`config.mk`:
```
export PLATFORM = sky130hd
export DESIGN_NAME = sram_controller
export DESIGN_NICKNAME = d
export VERILOG_FILES = /design/src/rtl/sram_controller.sv
export SDC_FILE = /design/constraint.sdc
export NUM_CORES = 1
export LEC_CHECK = 0
export ABC_AREA = 1
export ABC_CLOCK_PERIOD_IN_PS = 2600
export CORE_MARGIN = 1
export CORE_UTILIZATION = 50
export DETAILED_ROUTE_END_ITERATION = 7
export GPL_ROUTABILITY_DRIVEN = 1
export PLACE_DENSITY = 0.86
export SLEW_MARGIN = 5
export SYNTH_ARGS = -nofsm -noshare
export SYNTH_HDL_FRONTEND = slang
export SYNTH_SLANG_ARGS = --single-unit
```
`constraint.sdc`:
```
create_clock -name clk -period 2.6 [get_ports clk]
set_input_delay 0.52 -clock clk [delete_from_list [all_inputs] [get_ports clk]]
set_output_delay 0.52 -clock clk [all_outputs]
set_load 0.005 [all_outputs]
```
`src/rtl/sram_controller.sv`:
```
// MEM-stage responder: one 32-bit read or write per request, carried out as two
// 16-bit half-accesses on an external asynchronous SRAM.
module sram_controller #(
    parameter int unsigned ACCESS_CYCLES = 2,
    parameter int unsigned BASE_ADDR     = 1024
) (
    input  logic        clk,
    input  logic        rst,
    input  logic        rdEn,
    input  logic        wrEn,
    input  logic [31:0] address,
    input  logic [31:0] writeData,
    output logic [31:0] readData,
    output logic        ready,
    output logic [17:0] sramAddr,
    output logic [15:0] sramDqOut,
    input  logic [15:0] sramDqIn,
    output logic        sramDqOe,
    output logic        sramWeN
);

    typedef enum logic [1:0] {StIdle, StLow, StHigh, StDone} state_e;

    localparam logic [3:0] LastCnt = 4'(ACCESS_CYCLES - 1);

    state_e      state;
    logic [3:0]  cnt;
    logic        is_write;
    logic [16:0] word;
    logic [31:0] wdata;

    logic [31:0] offset;
    logic [3:0]  cnt_inc;
    logic        last;

    assign offset  = address - BASE_ADDR;
    assign cnt_inc = cnt + 4'd1;
    assign last    = (cnt == LastCnt);
    assign ready   = (state == StDone) | ~(rdEn | wrEn);

    always_ff @(posedge clk) begin
        if (rst) begin
            state     <= StIdle;
            cnt       <= 4'd0;
            is_write  <= 1'b0;
            word      <= 17'd0;
            wdata     <= 32'd0;
            readData  <= 32'd0;
            sramAddr  <= 18'd0;
            sramDqOut <= 16'd0;
            sramDqOe  <= 1'b0;
            sramWeN   <= 1'b1;
        end else begin
            unique case (state)
                StIdle: begin
                    if (rdEn | wrEn) begin
                        is_write  <= wrEn;
                        word      <= offset[18:2];
                        wdata     <= writeData;
                        cnt       <= 4'd0;
                        state     <= StLow;
                        sramAddr  <= {offset[18:2], 1'b0};
                        sramDqOut <= writeData[15:0];
                        sramDqOe  <= wrEn;
                        sramWeN   <= ~wrEn;
                    end
                end
                StLow: begin
                    if (last) begin
                        if (!is_write) begin
                            readData[15:0] <= sramDqIn;
                        end
                        cnt       <= 4'd0;
                        state     <= StHigh;
                        sramAddr  <= {word, 1'b1};
                        sramDqOut <= wdata[31:16];
                        sramDqOe  <= is_write;
                        sramWeN   <= ~is_write;
                    end else begin
                        cnt <= cnt_inc;
                        // Release WE one cycle early so address/data outlast the pulse.
                        sramWeN <= ~is_write | (cnt_inc == LastCnt);
                    end
                end
                StHigh: begin
                    if (last) begin
                        if (!is_write) begin
                            readData[31:16] <= sramDqIn;
                        end
                        cnt      <= 4'd0;
                        state    <= StDone;
                        sramDqOe <= 1'b0;
                        sramWeN  <= 1'b1;
                    end else begin
                        cnt     <= cnt_inc;
                        sramWeN <= ~is_write | (cnt_inc == LastCnt);
                    end
                end
                StDone: begin
                    state <= StIdle;
                end
                default: begin
                    state <= StIdle;
                end
            endcase
        end
    end

endmodule

```
==> impl_summary.txt <==
----------------------------------------------------
[Cells and area]
  Most common cell after layout, fill and taps aside ... sky130_fd_sc_hd__nor2_1
  Final standard cell count with taps included and fillers excluded ... ~900
  Share of the core filled with cells ... between 70% and 80%
  Fill cells ... between 700 and 800
  Most frequent cells in the layout ... sky130_fd_sc_hd__nor2_1, sky130_fd_sc_hd__clkdlybuf4s50_1, sky130_fd_sc_hd__nand2_1
  Register area ... about 2200 um^2
  Multi-input gate area ... 2110 um^2
  Share of layout cells above drive strength 1 ... between 4 and 5%
  Count of inserted antenna diode cells ... 0
  Net total in the final layout ... between 800 and 900
  Fin area ... ~6200 um^2
  Area added between synthesis and finish ... 34.1%

[Setup path]
  Slowest Stage Delay on Critical Path ... 0.49 ns
  CP Launch Point ... wrEn
  Endpoint required time on the critical path ... between 2 and 2.5 ns
  Startpoint of the lowest-slack register-to-register path ... state[1]
  Cell type with the highest occurrence count on the critical path ... sky130_fd_sc_hd__clkdlybuf4s50_1
  Type of the worst setup path ... primary input to primary output
  Type of origin of the critical path ... primary input
  List of cells traversed by the critical path ... clkdlybuf4s50_1, nor2_1, or2_2, clkdlybuf4s50_1
  Reg2Reg Capture Point ... readData[2]
  CP Depth ... 4
  Worst Path Max Fanout ... 3
  Data arrival time of the worst path ... 1.80 ns
  Delay-heaviest family, CP ... buffers and inverters
  Kind of capture point of the worst setup path ... primary output
  Worst reg2reg setup slack ... roughly 0.7 ns
  CP max-delay cell ... sky130_fd_sc_hd__clkdlybuf4s50_1
  Worst r2r path cells ... 8
  Count of buffering cells on the critical path with inverters included ... 2

[Drt]
  Antenna violation net count after detailed routing ... 0
  Post-DR wirelength/cell ... about 13 um
  Wire length on met2 ... approximately 5900 um
  Detail Route met3 WL ... 639 um
  Total wire length ... approximately 12000 um
  DRT iter0 DRCs ... ~190
  First-pass DRT Iterations ... 8
  Number of vias in the routed layout ... roughly 4.5k
  Max Used Layer ... met4
  Routed length on met1 ... between 5000 and 6000 um
  Remaining design rule violation count ... 7
  Via-per-instance ratio ... slightly above 5

[Floorplanning]
  Std cell rows ... 34
  Initial standard-cell utilization of the core ... a little over half
  Area of the die ... a little under 10000 um^2
  Num ports ... 153
  Horiz. Die Dim ... between 90 and 100 um
  Floorplan Core Area ... 8850 um^2
  Die Span Y ... around 100 um

[STA]
  Max Clock Freq ... 0.431 GHz
  Max-slew headroom ... a little under two thirds
  Tightest hold margin ... between 0.4 and 0.5 ns
  Final critical-path setup slack ... roughly 0.28 ns
  Fin. Hold Viols ... 0
  Crit share post-route ... about nine tenths
  Final worst clock skew ... 0.0116 ns
  Actual transition at the worst max-transition pin ... about 0.54 ns
  RSZ-0062 raised after global routing ... false
  TNS Setup ... 0 ns
  Final setup vio count ... 0
  Final-report max-slew violation count ... 0
  Final min period ... 2.32 ns

[Placement]
  Placed cell area ... 6040 um^2
  Port buffer count ... ~140
  Total half-perimeter wirelength after legalization and detailed placement ... 8290 um
  Worst slack at placement ... roughly 0.28 ns
  RePlAce Congestion ... 0.905
  Placed Cells ... 881

[Clock network]
  Total number of H-tree levels ... 3
  Count of instances resized after the clock tree is built ... 0
  Clk Tree Root Cell ... sky130_fd_sc_hd__clkbuf_8
  CTS tree ... yes
  Post-CTS clock slew at the launch and capture registers of the worst setup and hold paths ... 0.10 ns
  Number of buffers inserted by hold repair at cts ... 0
  Clock insertion delay at the later pin of the skew report ... about 0.37 ns
  Post-CTS Setup Bufs ... 0
  Clock tree buffer depth ... 2
  Num CTS Buffers ... 9
  CTS sink cnt ... about 110

[Synthesis]
  Synth Area in XOR/XNOR ... 0.564%
  Number of flops mapped to enable cells by yosys ... 0
  Fraction of post-synthesis cell area in the top cell type by area ... a little under half
  Dominant synthesized flop cell ... sky130_fd_sc_hd__dfxtp_1
  Number of distinct library cells after synthesis ... 30
  Mapped Avg Cell Area ... approximately 7.0 um^2
  Instance count of the mapped netlist ... 663
  Largest area contributor in the synthesized netlist ... sky130_fd_sc_hd__dfxtp_1
  Post-synthesis simple-gate area fraction ... between 20 and 30%
  Number of warning messages in the yosys log ... 0
  Post-synthesis instance area ... around 4700 um^2
  Async SR Flop Fraction ... 0%
  Biggest area contributors in the synthesized netlist ... sky130_fd_sc_hd__dfxtp_1, sky130_fd_sc_hd__nor2_1, sky130_fd_sc_hd__nand2_1
  Net count after synthesis ... approximately 760
  Synth Area in Adders ... under 10%
  Post-synthesis mux area share ... 0%
  Largest family of logic cells by synthesized area ... simple AND/OR/NAND/NOR gates
  Post-synthesis sequential element count ... 108
  Compound-Gate Fraction of Synth Area ... around 15%
  Sequential element share of the synthesized area ... between 40% and 50%

[Hold path]
  Hold_sp ... word[10]
  Worst Hold Depth ... 2
  Hold Path End ... word[10]
  Class of the most critical hold timing path ... flip-flop to flip-flop

[Run status]
  Failing checks ... design-rule violations
  Run status ... complete, but fails checks

[Global routing]
  Total congestion overflow after global routing ... 0
  Number of antenna violations at the first check in global routing ... 0
  Wire length of the first global-routing pass ... 20100 um
  Pin count of the biggest net entering global routing ... 88
  Via count of the first global-routing pass ... between 4k and 5k
  GR Util All Layers ... between 20% and 30%

[Flow run]
  Max-capacitance violation count ... 0

[Power and ir drop]
  Worst IR drop on VDD ... roughly 600 uV
  Power per unit of standard cell area ... around 980 nW/um^2
  Leak Pwr ... around 2.7 nW
  Total Power ... about 6.1 mW

----------------------------------------------------
[layer usage]
metal  GRT usage [%]  up-vias
li1                -     2329
met1            29.8     2028
met2            46.1      140
met3            5.53       19
met4            7.69        0
met5               0        -
[cell type report]
cell class | instances | share of cell area [%]
clock buffer | 10 | 2.04
clock inverter | 6 | 1.24
inverter | 48 | 2.93
multi-input combinational | 472 | 33.9
sequential | 108 | 34.6
tap | 108 | 2.16
timing repair buffer | 145 | 23.1
[how the worst max path moves through the flow]
stage / to / slack (ns)
floorplan: sramDqOut[14] / 1.12
global placement: ready / 0.28
detailed placement: ready / 0.28
CTS: ready / 0.28
global route: ready / 0.23
finish: ready / 0.28
[report_power, final]
group | internal (mW) | switching (mW)
registers | 2.13 | 0.248
clock network | 0.467 | 0.588
logic | 1.14 | 1.57
total | 3.74 | 2.41
[worst register-to-register path: cells and delay by family (launching register included)]
family                   cells  cell delay (ns)
AND/OR/NAND/NOR              4             0.59
buffers and inverters        3             0.55
flip-flops                   1             0.43
adder cells (fa/ha/maj)      1             0.22
[Yosys cell counts, types with 2 or more instances]
cell type,count
sky130_fd_sc_hd__dfxtp_1,108
sky130_fd_sc_hd__ha_1,9
sky130_fd_sc_hd__nand2_2,3
sky130_fd_sc_hd__xnor2_1,2
sky130_fd_sc_hd__nand3_1,9
sky130_fd_sc_hd__a21oi_1,38
sky130_fd_sc_hd__clkbuf_1,17
sky130_fd_sc_hd__buf_1,3
sky130_fd_sc_hd__o21ai_1,6
sky130_fd_sc_hd__nand2_1,134
sky130_fd_sc_hd__inv_2,4
sky130_fd_sc_hd__nor2_1,166
sky130_fd_sc_hd__buf_2,6
sky130_fd_sc_hd__o21ai_0,95
sky130_fd_sc_hd__inv_1,43
sky130_fd_sc_hd__buf_6,6
[logic make-up (layout without fill, tap and decap cells)]
family / Yosys count / count (layout)
AND/OR/NAND/NOR: 319 / 319
XOR/XNOR: 3 / 3
buffers and inverters: 83 / 209
flip-flops: 108 / 108
adder cells (fa/ha/maj): 9 / 9
AO/OA/AOI/OAI: 141 / 141
[registers in the layout, indices dropped and copies added (netlist names)]
register and cells:
word 17, sramDqOe 1, sramDqOut 16, cnt 4, is_write 1, wdata 16
state 2, readData 32, sramWeN 1, sramAddr 18
Power figures use the tool's default switching activity.
